===== config.mk =====
export PLATFORM = sky130hd
export DESIGN_NAME = regfile_writeback_flat
export DESIGN_NICKNAME = d
export VERILOG_FILES = /design/src/rtl/regfile_writeback_if.sv /design/src/rtl/regfile_writeback.sv /design/src/flat_wrapper.sv
export SDC_FILE = /design/constraint.sdc
export NUM_CORES = 1
export LEC_CHECK = 0
export ABC_CLOCK_PERIOD_IN_PS = 4550
export CAP_MARGIN = 30
export CORE_MARGIN = 2
export CORE_UTILIZATION = 35
export CTS_BUF_LIST = sky130_fd_sc_hd__clkbuf_8
export CTS_CLUSTER_SIZE = 30
export DETAILED_ROUTE_END_ITERATION = 10
export SYNTH_ARGS = -nofsm -noshare
export SYNTH_HDL_FRONTEND = slang
export SYNTH_SLANG_ARGS = --single-unit
export TNS_END_PERCENT = 100

===== constraint.sdc =====
create_clock -name clk -period 4.55 [get_ports clk]
set_input_delay 1.365 -clock clk [delete_from_list [all_inputs] [get_ports clk]]
set_output_delay 1.365 -clock clk [all_outputs]
set_load 0.02 [all_outputs]

===== src/rtl/regfile_writeback_if.sv =====
// Writer-side bus for the register file front end: ALU and LSU result inputs,
// issue/decode scoreboard queries, and the registered WE3/A3/WD3 write port.
interface regfile_writeback_if #(
    parameter int XLEN = 32
);
    logic            alu_valid;
    logic [4:0]      alu_rd;
    logic [XLEN-1:0] alu_data;

    logic            lsu_valid;
    logic            lsu_ready;
    logic [4:0]      lsu_rd;
    logic [XLEN-1:0] lsu_data;

    logic            issue_valid;
    logic [4:0]      issue_rd;
    logic [4:0]      rs1;
    logic [4:0]      rs2;
    logic            busy1;
    logic            busy2;

    logic            WE3;
    logic [4:0]      A3;
    logic [XLEN-1:0] WD3;

    // Pipeline side: produces results and issue/decode queries.
    modport master (
        output alu_valid, alu_rd, alu_data,
        output lsu_valid, lsu_rd, lsu_data,
        output issue_valid, issue_rd, rs1, rs2,
        input  lsu_ready, busy1, busy2,
        input  WE3, A3, WD3
    );

    // Write-back block side.
    modport slave (
        input  alu_valid, alu_rd, alu_data,
        input  lsu_valid, lsu_rd, lsu_data,
        input  issue_valid, issue_rd, rs1, rs2,
        output lsu_ready, busy1, busy2,
        output WE3, A3, WD3
    );
endinterface


===== src/rtl/regfile_writeback.sv =====
// Arbitrates ALU and buffered LSU results onto the single register file write
// port and tracks which registers still await writeback.
module regfile_writeback #(
    parameter int XLEN      = 32,
    parameter int LSU_DEPTH = 4
) (
    input logic                clk,
    input logic                rst_n,
    regfile_writeback_if.slave bus
);
    localparam int            PW      = $clog2(LSU_DEPTH);
    localparam logic [PW:0]   DEPTH_C = (PW + 1)'(LSU_DEPTH);

    logic [4:0]      fifo_rd   [LSU_DEPTH];
    logic [XLEN-1:0] fifo_data [LSU_DEPTH];
    logic [PW-1:0]   wr_ptr;
    logic [PW-1:0]   rd_ptr;
    logic [PW:0]     count;
    logic [31:0]     pending;

    logic alu_take;
    logic pop;
    logic push;

    // An x0 ALU result is dropped and leaves the port free for the FIFO head.
    assign alu_take      = bus.alu_valid && (bus.alu_rd != 5'd0);
    assign pop           = !alu_take && (count != '0);
    assign bus.lsu_ready = (count < DEPTH_C);
    assign push          = bus.lsu_valid && bus.lsu_ready && (bus.lsu_rd != 5'd0);

    assign bus.busy1 = pending[bus.rs1];
    assign bus.busy2 = pending[bus.rs2];

    // NOTE: the storage array carries no reset; occupancy is defined solely by
    // count and the pointers, so stale entries are never observed.
    always_ff @(posedge clk) begin
        if (push) begin
            fifo_rd[wr_ptr]   <= bus.lsu_rd;
            fifo_data[wr_ptr] <= bus.lsu_data;
        end
    end

    // NOTE: all sequential state uses non-blocking assignments so every
    // register samples the pre-edge values regardless of statement order.
    always_ff @(posedge clk) begin
        if (!rst_n) begin
            wr_ptr <= '0;
            rd_ptr <= '0;
            count  <= '0;
        end else begin
            if (push) wr_ptr <= wr_ptr + 1'b1;
            if (pop)  rd_ptr <= rd_ptr + 1'b1;
            case ({push, pop})
                2'b10:   count <= count + 1'b1;
                2'b01:   count <= count - 1'b1;
                default: count <= count;
            endcase
        end
    end

    always_ff @(posedge clk) begin
        if (!rst_n) begin
            bus.WE3 <= 1'b0;
            bus.A3  <= '0;
            bus.WD3 <= '0;
        end else if (alu_take) begin
            bus.WE3 <= 1'b1;
            bus.A3  <= bus.alu_rd;
            bus.WD3 <= bus.alu_data;
        end else if (pop) begin
            bus.WE3 <= 1'b1;
            bus.A3  <= fifo_rd[rd_ptr];
            bus.WD3 <= fifo_data[rd_ptr];
        end else begin
            bus.WE3 <= 1'b0;
        end
    end

    // The set is written last so a fresh producer wins over a same-edge clear.
    always_ff @(posedge clk) begin
        if (!rst_n) begin
            pending <= '0;
        end else begin
            if (bus.WE3) pending[bus.A3] <= 1'b0;
            if (bus.issue_valid && (bus.issue_rd != 5'd0)) pending[bus.issue_rd] <= 1'b1;
            pending[0] <= 1'b0;
        end
    end
endmodule

===== src/flat_wrapper.sv =====
// flat-port wrapper written by rule: the top's interface ports become plain ports
module regfile_writeback_flat 
#(
    parameter int XLEN      = 32,
    parameter int LSU_DEPTH = 4
)
  (clk, rst_n, bus_alu_valid, bus_alu_rd, bus_alu_data, bus_lsu_valid, bus_lsu_rd, bus_lsu_data, bus_issue_valid, bus_issue_rd, bus_rs1, bus_rs2, bus_lsu_ready, bus_busy1, bus_busy2, bus_WE3, bus_A3, bus_WD3);
  regfile_writeback_if #(.XLEN(XLEN)) bus_i ();
  input logic clk;
  input logic rst_n;
  input wire logic [$bits(bus_i.alu_valid)-1:0] bus_alu_valid;
  input wire logic [$bits(bus_i.alu_rd)-1:0] bus_alu_rd;
  input wire logic [$bits(bus_i.alu_data)-1:0] bus_alu_data;
  input wire logic [$bits(bus_i.lsu_valid)-1:0] bus_lsu_valid;
  input wire logic [$bits(bus_i.lsu_rd)-1:0] bus_lsu_rd;
  input wire logic [$bits(bus_i.lsu_data)-1:0] bus_lsu_data;
  input wire logic [$bits(bus_i.issue_valid)-1:0] bus_issue_valid;
  input wire logic [$bits(bus_i.issue_rd)-1:0] bus_issue_rd;
  input wire logic [$bits(bus_i.rs1)-1:0] bus_rs1;
  input wire logic [$bits(bus_i.rs2)-1:0] bus_rs2;
  output wire logic [$bits(bus_i.lsu_ready)-1:0] bus_lsu_ready;
  output wire logic [$bits(bus_i.busy1)-1:0] bus_busy1;
  output wire logic [$bits(bus_i.busy2)-1:0] bus_busy2;
  output wire logic [$bits(bus_i.WE3)-1:0] bus_WE3;
  output wire logic [$bits(bus_i.A3)-1:0] bus_A3;
  output wire logic [$bits(bus_i.WD3)-1:0] bus_WD3;
  assign bus_i.alu_valid = bus_alu_valid;
  assign bus_i.alu_rd = bus_alu_rd;
  assign bus_i.alu_data = bus_alu_data;
  assign bus_i.lsu_valid = bus_lsu_valid;
  assign bus_i.lsu_rd = bus_lsu_rd;
  assign bus_i.lsu_data = bus_lsu_data;
  assign bus_i.issue_valid = bus_issue_valid;
  assign bus_i.issue_rd = bus_issue_rd;
  assign bus_i.rs1 = bus_rs1;
  assign bus_i.rs2 = bus_rs2;
  assign bus_lsu_ready = bus_i.lsu_ready;
  assign bus_busy1 = bus_i.busy1;
  assign bus_busy2 = bus_i.busy2;
  assign bus_WE3 = bus_i.WE3;
  assign bus_A3 = bus_i.A3;
  assign bus_WD3 = bus_i.WD3;
  regfile_writeback #(.XLEN(XLEN), .LSU_DEPTH(LSU_DEPTH)) u_core (.clk(clk), .rst_n(rst_n), .bus(bus_i));
endmodule

==> results.sh, run 1 <==
export IMPL_status="complete, no violations"
export IMPL_io_buffer_count=134
export IMPL_drive_gt1_share_pct=16.8
export IMPL_rrSetupSlack_ns=2.45
export IMPL_irDropWorstVdd_uv=262
export IMPL_power_density_nw_per_um2=482
export IMPL_top_usage_layer="met2"
export IMPL_syn_area_per_cell_sq_um=13.9
export IMPL_clkTransAtPathRegs_ns=0.06
export IMPL_min_path_type="reg2reg"
export IMPL_rr_worst_depth=9
export IMPL_synth_cells=663
export IMPL_dieArea_sq_um=27700
export IMPL_cts_tree="built"
export IMPL_hold_violations=0
export IMPL_p_leak_nw=4.03
export IMPL_synth_edff_count=148
export IMPL_netlist_top_cells_count="edfxtp_1 (148), a21oi_1 (107), dfxtp_1 (78), nand2_1 (71), o21ai_0 (65)"
export IMPL_holdPathStages=2
export IMPL_num_rows=59
export IMPL_skew_ns=0.0179
export IMPL_cts_buffer_depth=3
export IMPL_crit_type="in2out"
export IMPL_grt_max_degree=42
export IMPL_cp_end_kind="primary output"
export IMPL_via_per_inst=5.15
export IMPL_crit_arrival_ns=3.10
export IMPL_via_count=6101
export IMPL_fin_crit_ns=4.46
export IMPL_r2r_end="u_core.count[2]"
export IMPL_drv_cap=0
export IMPL_r2r_start="u_core.count[2]"
export IMPL_synth_top_cell_area_share_pct=48.1
export IMPL_yosys_area_top_type="edfxtp_1"
export IMPL_worstHoldStart="u_core.rd_ptr[1]"
export IMPL_placedInstanceArea_sq_um=11100
export IMPL_max_slew_margin_pct=53.0
export IMPL_drtIter0Drc=301
export IMPL_dr_pass1_iters=4
export IMPL_worstPathRequired_ns=3.18
export IMPL_crit_path_start_kind="input pin"
export IMPL_timing_fmax_ghz=0.224
export IMPL_ys_warn_count=0
export IMPL_cts_max_level=2
export IMPL_synth_most_common_cell="edfxtp_1"
export IMPL_syn_to_final_growth_pct=27.9
export IMPL_async_flop_share_pct=0
export IMPL_cts_hold_buf=0
export IMPL_grt_pass1_wl_um=35300
export IMPL_hpwl_um=14500
export IMPL_hold_ws_ns=0.471
export IMPL_met1_usage_pct=21.4
export IMPL_fin_crit_sh_pct=98.1
export IMPL_coreArea_sq_um=26000
export IMPL_avgRoutedWirePerCell_um=19.0
export IMPL_initial_core_util_pct=35.5
export IMPL_final_cells=1184
export IMPL_grt_ovfl_total=0
export IMPL_routed_wl_um=22500
export IMPL_fin_area_sq_um=11800
export IMPL_io_pins=135
export IMPL_cts_sinks=226
export IMPL_rsz0062_at_grt="false"
export IMPL_synth_seq_area_share_pct=65.0
export IMPL_ys_types=43
export IMPL_fin_nets=920
export IMPL_crit_fanout=4
export IMPL_setup_viol=0
export IMPL_grt_use_met3_pct=3.80
export IMPL_die_width_um=166
export IMPL_diodes=0
export IMPL_ys_seq_elements=226
export IMPL_clk_latency_ns=0.52
export IMPL_grt_use_total_pct=16.3
export IMPL_gp_congestion=0.844
export IMPL_syn_cell_area_sq_um=9240
export IMPL_synth_flop_cell="edfxtp_1"
export IMPL_finalMaxSlewViolations=0
export IMPL_antenna_found_initial=1
export IMPL_die_h_um=166
export IMPL_cts_buffers=38
export IMPL_synth_area_leaders="edfxtp_1 (48%), dfxtp_1 (17%), mux4_2 (9.5%), a21oi_1 (5.8%), o21ai_0 (3.5%)"
export IMPL_tightest_slew_ns=0.702
export IMPL_syn_nets=763
export IMPL_dp_cells=1114
export IMPL_grt_met2_usage_pct=27.4
export IMPL_root_buffer="clkbuf_8"
export IMPL_final_util_pct=45.5
export IMPL_ant_nets=0
export IMPL_power_total_mw=5.70
export IMPL_drc=0
export IMPL_grt_pass1_vias=6319
-- state kept, by name, summed over array words and instances (netlist names), named ones only --
register / flops
u_core.fifo_rd: 20
u_core.fifo_data: 128
u_core.count: 3
u_core.bus.A3: 5
u_core.bus.WD3: 32
u_core.pending: 31
u_core.wr_ptr: 2
u_core.bus.WE3: 1
u_core.rd_ptr: 2
-- per-stage QoR --
stage	TNS, ns	setup slack [ns]
3_5_place_dp	-1.28	-0.678
5_1_grt	0	0.0250
2_1_floorplan	0	0.416
6_report	0	0.0854
4_1_cts	0	0.0188
3_3_place_gp	-1.24	-0.643
-- worst max-delay path: stages --
cell,delay [ns]
dlygate4sd2_1,0.32
mux4_2,0.54
and4b_1,0.20
or4_4,0.53
buf_6,0.15
-- where the power goes --
group / switching [mW] / leakage [nW] / internal [mW]
Combinational: 0.770 / 1.59 / 0.643
Clock: 0.767 / 0.439 / 0.914
Sequential: 0.147 / 2.00 / 2.45
-- placed cells by master (no fill, tap or decap), types with 4 or more instances in the layout --
master           instances
nor2b_1                  4
a21oi_1                107
and2_2                   4
buf_4                   16
ha_1                     5
or3_1                    4
nor3b_1                  4
nor2_1                  10
clkdlybuf4s50_1        126
nand2_1                 71
mux4_2                  44
buf_12                   7
o21ai_0                 65
mux4_1                   7
clkbuf_8                46
nand3b_1                 7
clkinv_2                 4
dfxtp_1                 76
nand4_1                  4
inv_1                   26
edfxtp_1               148
nand3_1                  6
-- layout make-up --
class,instances,area [sq um]
inverters,10,37.5
repair buffers,160,1620
clock inverters,23,95.1
multi-input cells,384,3010
clock buffers,46,633
flip-flops and latches,226,6010
well taps,335,419
fillers,2416,14200
-- how the worst max path moves through the flow --
stage | from | endpoint | slack [ns]
6_report | bus_rs1[0] | bus_busy1 | 0.09
5_1_grt | bus_rs1[0] | bus_busy1 | 0.02
4_1_cts | bus_rs2[0] | bus_busy2 | 0.02
3_5_place_dp | bus_rs2[1] | bus_busy2 | -0.68
3_3_place_gp | bus_rs2[1] | bus_busy2 | -0.64
2_1_floorplan | bus_rs1[1] | bus_busy1 | 0.42
-- kinds of logic (layout without fill, tap and decap cells) --
group                      count (synthesis)  count (layout)  synth area share [%]
AOI/OAI and AO/OA                        184             184                  10.3
xor gates and xnor gates                   3               3                 0.285
adders and majority gates                  6               6                 0.894
buffers and inverters                     53             239                  2.63
DFF                                      226             226                  65.0
muxes                                     56              56                  13.5
and+or+nand+nor                          135             135                  7.40
-- layer usage --
layer / share of wire, % / routed length (um)
met1: 43 / 9670
met2: 49 / 11100
met3: 6.0 / 1350
met4: 1.7 / 376
met5: 0.058 / 13
-- what timing repair did --
item | CTS | global route
pin swaps | 3 | 1
endpoints found under the setup margin | 2 | 2
resized for setup | 30 | 2
endpoints found under the hold margin | 0 | 0
buffers inserted | 1 | 0
(Power assumes the default switching activity.)
==> run 2: changes to the inputs <==
--- a/config.mk
+++ b/config.mk
@@ -12,6 +12,7 @@
 export CTS_BUF_LIST = sky130_fd_sc_hd__clkbuf_8
 export CTS_CLUSTER_SIZE = 30
 export DETAILED_ROUTE_END_ITERATION = 10
+export RECOVER_POWER = 100
 export SYNTH_ARGS = -nofsm -noshare
 export SYNTH_HDL_FRONTEND = slang
 export SYNTH_SLANG_ARGS = --single-unit
==> results.sh, run 2 (synthesis gave the netlist of run 1 again) <==
export IMPL_cts_tree="built"
export IMPL_cts_hold_buf=0
export IMPL_syn_to_final_growth_pct=27.1
export IMPL_cp_cell_sequence="dlygate4sd2_1, mux4_2, and4b_1, or4_4, buf_6"
export IMPL_root_buffer="clkbuf_8"
export IMPL_worstPathRequired_ns=3.18
export IMPL_drive_gt1_share_pct=15.8
export IMPL_gp_congestion=0.844
export IMPL_drtIter0Drc=287
export IMPL_grt_pass1_vias=6319
export IMPL_p_leak_nw=4.08
export IMPL_regArea_sq_um=6010
export IMPL_die_h_um=166
export IMPL_cp_slowest_cell="mux4_2"
export IMPL_finalMaxSlewViolations=82
export IMPL_cts_buffer_depth=3
export IMPL_cts_sinks=226
export IMPL_final_cell_mix="edfxtp_1 (148), a21oi_1 (107), dlygate4sd3_1 (78)"
export IMPL_clkTransAtPathRegs_ns=0.06
export IMPL_clk_latency_ns=0.52
export IMPL_n_fill_cell=2427
export IMPL_multi_input_area_sq_um=2990
export IMPL_cts_buffers=38
export IMPL_via_per_inst=5.12
export IMPL_irDropWorstVdd_uv=259
export IMPL_fin_crit_sh_pct=98.1
export IMPL_avgRoutedWirePerCell_um=18.9
export IMPL_rsz0062_at_grt="false"
export IMPL_ant_nets=0
export IMPL_fin_crit_ns=4.46
export IMPL_violations="capacitance limit, slew limit"
export IMPL_drc=0
export IMPL_antenna_found_initial=3
export IMPL_min_path_type="reg2reg"
export IMPL_grt_pass1_wl_um=35300
export IMPL_largest_reg_flops=128
export IMPL_max_slew_margin_pct=-40.6
export IMPL_fin_nets=920
export IMPL_final_util_pct=45.2
export IMPL_skew_ns=0.0183
export IMPL_hold_ws_ns=0.472
export IMPL_tightest_slew_ns=2.11
export IMPL_crit_type="in2out"
export IMPL_hold_violations=0
export IMPL_status="finished with violations"
export IMPL_rrSetupSlack_ns=1.52
export IMPL_dr_pass1_iters=4
export IMPL_via_count=6069
export IMPL_crit_path_start_kind="input pin"
export IMPL_slowest_delay_ns=0.54
export IMPL_io_buffer_count=134
export IMPL_crit_fanout=4
export IMPL_drv_cap=2
export IMPL_holdPathStages=2
export IMPL_die_width_um=166
export IMPL_coreArea_sq_um=26000
export IMPL_power_density_nw_per_um2=481
export IMPL_hpwl_um=14500
export IMPL_cp_end_kind="primary output"
export IMPL_rr_worst_depth=4
export IMPL_crit_arrival_ns=3.10
export IMPL_grt_use_total_pct=16.3
export IMPL_setup_viol=0
export IMPL_top_regs="u_core.fifo_data (128), u_core.bus.WD3 (32), u_core.pending (31)"
export IMPL_routed_wl_um=22500
export IMPL_initial_core_util_pct=35.5
export IMPL_grt_max_degree=42
export IMPL_final_common_cell="edfxtp_1"
export IMPL_cts_max_level=2
export IMPL_timing_fmax_ghz=0.224
export IMPL_io_pins=135
export IMPL_regMostFlops="u_core.fifo_data"
export IMPL_dieArea_sq_um=27700
export IMPL_num_rows=59
export IMPL_grt_ovfl_total=0
==> run 2: changes by cell type in the layout (fill, tap and decap cells not counted) <==
cell             delta
o21ai_1             +1
and2_0              +3
dlygate4sd3_1      +78
clkdlybuf4s50_1    -78
o21ai_4             -1
buf_12              -4
clkbuf_1            +4
clkbuf_2            +3
buf_4               -4
dlymetal6s2s_1      +1
and2_2              -3
diode_2             +2
==> run 2: worst paths after layout <==
kind,end,from
max,bus_busy1,bus_rs1[0]
min reg2reg,flip-flop,u_core.rd_ptr[1]
max reg2reg,u_core.fifo_data[2][17],u_core.count[2]
min,flip-flop,u_core.rd_ptr[1]
==> run 2: what timing repair did <==
| action | in CTS | in global routing |
|---|---|---|
| gates resized for setup | 30 | 2 |
| pin swaps | 3 | 1 |
| gates cloned | 0 | 0 |
| setup endpoints to repair | 2 | 2 |
| setup buffers | 1 | 0 |
==> run 2: critical path, delay by kind of cell <==
| family | cells | cell delay (ns) |
|---|---|---|
| and+or+nand+nor | 2 | 0.73 |
| buffers and inverters | 2 | 0.47 |
| muxes | 1 | 0.54 |
==> run 2: cell type report <==
cell class,count,area share (%)
Antenna cell,2,0.0426
Clock buffer,46,5.39
Clock inverter,23,0.810
Inverter,10,0.320
Multi-Input combinational cell,384,25.5
Sequential cell,226,51.2
Tap cell,335,3.57
Timing Repair Buffer,160,13.2
==> run 2: per-layer routing <==
metal  wire (um)  track usage, %
met1        9670            21.4
met3        1280            3.80
met2       11100            27.4
met4         378            4.35
met5          13               0
==> run 2: through the flow <==
stage | total power, mW | setup TNS (ns) | setup slack (ns) | area, sq um | cells
detailed placement | 4.09 | -1.28 | -0.678 | 11100 | 1114
finish | 5.64 | 0 | 0.0854 | 11700 | 1186
CTS | 5.78 | 0 | 0.0188 | 11800 | 1184
global route | 5.95 | 0 | 0.0250 | 11700 | 1184
global placement | 4.03 | -1.24 | -0.643 | 11000 | 1110
floorplan | 3.46 | 0 | 0.416 | 9240 | 663
==> run 2: report_power, final <==
group,switching (mW),internal (mW),leakage (nW)
Clock,0.767,0.914,0.439
Combinational,0.766,0.594,1.64
Sequential,0.144,2.46,2.00
Total,1.68,3.97,4.08
